**src/rtl/link_pkg.sv**
```systemverilog
// Shared types for the link arbiter: FSM state encoding and width helpers.
package link_pkg;

  typedef enum logic [1:0] {
    IDLE    = 2'd0,
    REQ     = 2'd1,
    ACKED   = 2'd2,
    RELEASE = 2'd3
  } link_state_e;

  localparam int DW_DEFAULT = 8;

  function automatic int idw_of(input int n);
    return (n > 1) ? $clog2(n) : 1;
  endfunction

endpackage

```
**src/rtl/link_rr_pick.sv**
```systemverilog
// Round-robin picker: first set request scanning from ptr_i upward, modulo N.
module link_rr_pick
  import link_pkg::*;
#(
  parameter int N   = 2,
  parameter int IDW = idw_of(N)
) (
  input  logic [N-1:0]   req_i,
  input  logic [IDW-1:0] ptr_i,
  output logic           any_o,
  output logic [IDW-1:0] win_o
);

  logic [IDW-1:0] idx;

  // Scan from farthest to nearest so the nearest set bit is the last write.
  always_comb begin
    any_o = 1'b0;
    win_o = '0;
    idx   = '0;
    for (int i = N - 1; i >= 0; i--) begin
      idx = IDW'((int'(ptr_i) + i) % N);
      if (req_i[idx]) begin
        any_o = 1'b1;
        win_o = idx;
      end
    end
  end

endmodule

```
**src/rtl/link_arbiter.sv**
```systemverilog
// Round-robin arbiter sharing one 4-phase req/ack byte link between N requesters.
// state   | meaning
// IDLE    | no grant; arbitrate when m_ack is low and any s_req is set
// REQ     | m_req high to slave, waiting for m_ack
// ACKED   | winner acked, waiting for winner to drop s_req
// RELEASE | m_req low, waiting for slave to drop m_ack
module link_arbiter
  import link_pkg::*;
#(
  parameter int N   = 2,
  parameter int DW  = DW_DEFAULT,
  parameter int IDW = idw_of(N)
) (
  input  logic            clk,
  input  logic            rst,
  input  logic [N-1:0]    s_req,
  input  logic [N*DW-1:0] s_data,
  output logic [N-1:0]    s_ack,
  output logic            m_req,
  output logic [DW-1:0]   m_data,
  input  logic            m_ack,
  output logic            grant_valid,
  output logic [IDW-1:0]  grant_id,
  output logic [15:0]     xfer_count
);

  link_state_e    state_q;
  logic [N-1:0]   s_ack_q;
  logic           m_req_q;
  logic [DW-1:0]  m_data_q;
  logic           grant_valid_q;
  logic [IDW-1:0] grant_id_q;
  logic [15:0]    xfer_count_q, xfer_count_d;
  logic [IDW-1:0] rr_ptr_q, rr_ptr_d;
  logic           pick_any;
  logic [IDW-1:0] pick_win;

  link_rr_pick #(.N(N), .IDW(IDW)) u_pick (
    .req_i (s_req),
    .ptr_i (rr_ptr_q),
    .any_o (pick_any),
    .win_o (pick_win)
  );

  assign rr_ptr_d     = (grant_id_q == IDW'(N - 1)) ? '0 : grant_id_q + 1'b1;
  assign xfer_count_d = xfer_count_q + 16'd1;

  always_ff @(posedge clk or negedge rst) begin
    if (!rst) begin
      state_q       <= IDLE;
      s_ack_q       <= '0;
      m_req_q       <= 1'b0;
      m_data_q      <= '0;
      grant_valid_q <= 1'b0;
      grant_id_q    <= '0;
      xfer_count_q  <= '0;
      rr_ptr_q      <= '0;
    end else begin
      case (state_q)
        IDLE: begin
          // A stale ack from the previous slave cycle blocks new grants.
          if (!m_ack && pick_any) begin
            m_data_q      <= s_data[int'(pick_win) * DW +: DW];
            grant_id_q    <= pick_win;
            grant_valid_q <= 1'b1;
            m_req_q       <= 1'b1;
            state_q       <= REQ;
          end
        end
        REQ: begin
          if (m_ack) begin
            s_ack_q <= N'(1) << grant_id_q;
            state_q <= ACKED;
          end
        end
        ACKED: begin
          if (!s_req[grant_id_q]) begin
            m_req_q <= 1'b0;
            state_q <= RELEASE;
          end
        end
        RELEASE: begin
          if (!m_ack) begin
            s_ack_q       <= '0;
            grant_valid_q <= 1'b0;
            xfer_count_q  <= xfer_count_d;
            rr_ptr_q      <= rr_ptr_d;
            state_q       <= IDLE;
          end
        end
        default: state_q <= IDLE;
      endcase
    end
  end

  assign s_ack       = s_ack_q;
  assign m_req       = m_req_q;
  assign m_data      = m_data_q;
  assign grant_valid = grant_valid_q;
  assign grant_id    = grant_id_q;
  assign xfer_count  = xfer_count_q;

endmodule
```
**config.mk**
```make
export PLATFORM = sky130hd
export DESIGN_NAME = link_arbiter
export DESIGN_NICKNAME = d
export VERILOG_FILES = /design/src/rtl/link_pkg.sv /design/src/rtl/link_rr_pick.sv /design/src/rtl/link_arbiter.sv
export SDC_FILE = /design/constraint.sdc
export NUM_CORES = 1
export LEC_CHECK = 0
export BUFFER_PORTS_ARGS = -buffer_cell sky130_fd_sc_hd__buf_2
export CAP_MARGIN = 25
export CORE_UTILIZATION = 45
export CTS_CLUSTER_DIAMETER = 60
export DETAILED_ROUTE_END_ITERATION = 10
export MAX_ROUTING_LAYER = met4
export PLACE_DENSITY_LB_ADDON = 0.08
export SYNTH_ARGS = -nofsm -noshare
export SYNTH_HDL_FRONTEND = slang
export SYNTH_SLANG_ARGS = --single-unit
```
**constraint.sdc**
```tcl
create_clock -name clk -period 3.5 [get_ports clk]
set_clock_uncertainty 0.15 [all_clocks]
set_input_delay 0.175 -clock clk [delete_from_list [all_inputs] [get_ports clk]]
set_output_delay 0.175 -clock clk [all_outputs]
set_load 0.05 [all_outputs]
```
==> impl_metrics.tcl <==
set metrics [dict create \
    synth_cell_types 32 \
    drtPass1Iterations 6 \
    p_switching_mw 0.788 \
    grt_util_met1_pct 20.0 \
    cts.repair.resized 0 \
    clk_path_buf_depth 2 \
    cp-end-kind "register" \
    routed_via_density 4.99 \
    antenna_found_initial 0 \
    syn_nets 169 \
    outcome "complete, no violations" \
    areaGrowthSynthToFinish_pct 25.1 \
    critPathLaunchType "register" \
    setup_slack_ns 1.57 \
    dp_worst_setup_slack_ns 1.60 \
    gp_congestion 0.844 \
    post-cts-setup-buffers 0 \
    cts-root-buf "clkbuf_4" \
    hold_viol 0 \
    yosysTopAreaCell "dfrtp_1" \
    slew_headroom_pct 54.3 \
    cts_tree "done" \
    grt-busiest-layer "met2" \
    holdWs_ns 0.00336 \
    initial_core_util_pct 46.9 \
    max_freq_mhz 518 \
    power_frac_seq_pct 35.4 \
    num_vias 1222 \
    path_cells "inv_1 -> ha_1 -> or3b_1 -> a21oi_1 -> o21bai_1" \
    io_pins 50 \
    synth_area_leaders "dfrtp_1, xnor2_1, mux2i_1, ha_1, o21ai_0" \
    arrival_ns 2.04 \
    setup_viol 0 \
    dp_hpwl_um 2260 \
    grt_pass1_wl_um 4890 \
    worst-slew-pin-transition_ns 0.685 \
    ys_warn_count 0 \
    avgSynthCellArea_um2 11.0 \
    clkSinkCount 32 \
    powerDensity_mw_per_mm2 839 \
    grt_overflow_total 0 \
    cts_buffers 5 \
    grtUsageTotal_pct 19.2 \
    wl_per_cell_um 12.8 \
    synth_cells 142 \
    fin_nets 225 \
    seq_area_frac_synth_pct 51.1 \
    finalCritPeriodShare_pct 55.2 \
    vdd_drop_max_v 0.000442 \
    p_int_mw 0.856 \
    drcViolationCount 0 \
    critPathSlowestCell "or3b_1" \
    met2_usage_pct 33.0 \
    synth.top_cell.area_share_pct 51.1 \
    first_iter_violations 31 \
    pwr-share-comb_pct 48.1 \
    dieArea_mm2 0.00372 \
    diodes 0 \
    drt-total-wl_um 3140 \
    ys_ff_latch 32 \
    io_buffers 49 \
    power.share.switching_pct 47.9 \
    critPathMaxFanout 20 \
    grt_use_met3_pct 6.18 \
    setup_tns_ns 0 \
    clk_latency_ns 0.32 \
    crit_family "simple AND/OR/NAND/NOR gates" \
    pwr-share-clk_pct 16.6 \
    syn_area_mm2 0.00157 \
    max_stage_delay_ns 0.62 \
    fin_crit_ns 1.93 \
    grt_max_degree 33 \
    coreArea_mm2 0.00334 \
    crit_buf_inv 1 \
    critical_path_class "register to register" \
    p_leak_nw 1.06 \
    ant_nets 0 \
    cts_max_level 2 \
    drive_above_1_share_pct 31.7 \
    num_rows 21 \
    report.final.slew_viol_count 0 \
    min_path_type "input port to register" \
    die_w_um 61 \
    die_y_um 61 \
    rsz0062_at_grt "no" \
    grt_pass1_vias 1148 \
    maxCapViolations 0 \
    cp.required_ns 3.61 \
    clkTransAtPathRegs_ns 0.10 \
]
-- layer usage --
layer  routed length, um  share of wire [%]  vias to the layer above
met2                1610                 51                       43
li1                    -                  -                      603
met5                   0                  0                        -
met4                  52                1.7                        0
met1                1300                 41                      569
met3                 175                5.6                        7
-- cells by family after synthesis --
group                      after synthesis  share of synthesized area, %
adders and majority gates                6                          4.79
muxes                                   11                          7.19
and+or+nand+nor                         41                          14.9
buffers and inverters                   10                          3.11
xor gates and xnor gates                15                          8.39
AOI/OAI and AO/OA                       27                          10.5
DFF                                     32                          51.1
-- Yosys cell counts --
cell and n:
dfrtp_1 32, nand2_1 14, o21ai_0 13, xnor2_1 11
mux2i_1 9, nand3_1 8, a21oi_1 6, ha_1 6
inv_1 6, nor2_1 5, and3_1 4, xor2_1 4
a22oi_1 2, buf_2 2, mux2_2 2, o21bai_1 2
a211oi_1 1, a21o_1 1, a221oi_1 1, and2_1 1
and4_1 1, buf_6 1, clkbuf_2 1, nand2b_4 1
nand3b_1 1, nand4_1 1, nand4_2 1, nor2_2 1
nor3_1 1, nor4_4 1, o21ai_4 1, or3b_1 1
-- final timing paths --
| check | from | to | slack (ns) | cells after the start |
|---|---|---|---|---|
| max | state_q[0] | grant_valid | 1.57 | 5 |
| min | s_data[15] | m_data[7] | 0.003 | 3 |
| max reg2reg | state_q[0] | grant_valid | 1.57 | 5 |
| min reg2reg | xfer_count[15] | xfer_count[15] | 0.33 | 1 |
| max in group asynchronous | rst | m_data[0] | 2.48 | 2 |
| min in group asynchronous | rst | xfer_count[14] | 0.26 | 2 |
-- cell usage in the layout, fill, tap and decap left out --
| cell | count |
|---|---|
| or3b_1 | 1 |
| o21ai_4 | 1 |
| and4_1 | 1 |
| nand4_2 | 1 |
| nand3_1 | 8 |
| nand4_1 | 1 |
| nor2_1 | 5 |
| buf_2 | 49 |
| bufinv_16 | 1 |
| a211oi_1 | 1 |
| and2_1 | 1 |
| inv_1 | 6 |
| nand3b_1 | 1 |
| mux2i_1 | 9 |
| o21ai_0 | 13 |
| a221oi_1 | 1 |
| mux2_2 | 2 |
| and3_1 | 4 |
| a22oi_1 | 2 |
| clkinv_2 | 1 |
| nor4_4 | 1 |
| nand2_1 | 14 |
| ha_1 | 6 |
| xnor2_1 | 11 |
| clkbuf_1 | 1 |
| o21bai_1 | 2 |
| clkbuf_4 | 5 |
| a21oi_1 | 6 |
| a21o_1 | 1 |
| dlygate4sd3_1 | 4 |
| dfrtp_1 | 32 |
| nor3_1 | 1 |
| xor2_1 | 4 |
| nand2b_4 | 1 |
| nor2_2 | 1 |
-- registers in the layout, summed over array words and instances (netlist names) --
signal       flops
state_q          2
m_req            1
xfer_count      16
grant_id         1
rr_ptr_q         1
s_ack            2
grant_valid      1
m_data           8
-- power groups by stage --
stage          clock network [mW]  registers (mW)  logic [mW]
2_1_floorplan                   0           0.909       0.281
3_3_place_gp                    0           0.585       0.767
3_5_place_dp                    0           0.593       0.789
4_1_cts                     0.278           0.587       0.794
5_1_grt                     0.295           0.601       0.859
6_report                    0.273           0.582       0.790
-- what timing repair did --
| action | CTS | global route |
|---|---|---|
| endpoints found under the hold margin | 34 | 0 |
| setup endpoints to repair | 0 | 0 |
| hold buffers | 4 | 0 |
-- worst min-delay path: cells and delay by family --
family / cells / cell delay (ns)
multiplexers: 1 / 0.05
buffers and inverters: 1 / 0.07
AO/OA/AOI/OAI: 1 / 0.13
-- per-stage QoR --
step                total power, mW  std cells  area, um^2  utilization [%]
detailed placement             1.38        233        1840             55.2
global placement               1.35        233        1840             55.2
finish                         1.64        245        1960             58.7
global route                   1.75        245        1960             58.7
floorplan                      1.19        142        1570                -
CTS                            1.66        245        1960             58.7
-- final cells by class --
cell class,count,area (um^2)
Clock buffer,6,41.3
Clock inverter,2,35.0
Fill cell,306,1380
Inverter,6,22.5
Multi-Input combinational cell,100,717
Sequential cell,32,801
Tap cell,46,57.6
Timing Repair Buffer,53,285
Note: power is estimated with default switching activity, not from simulation.
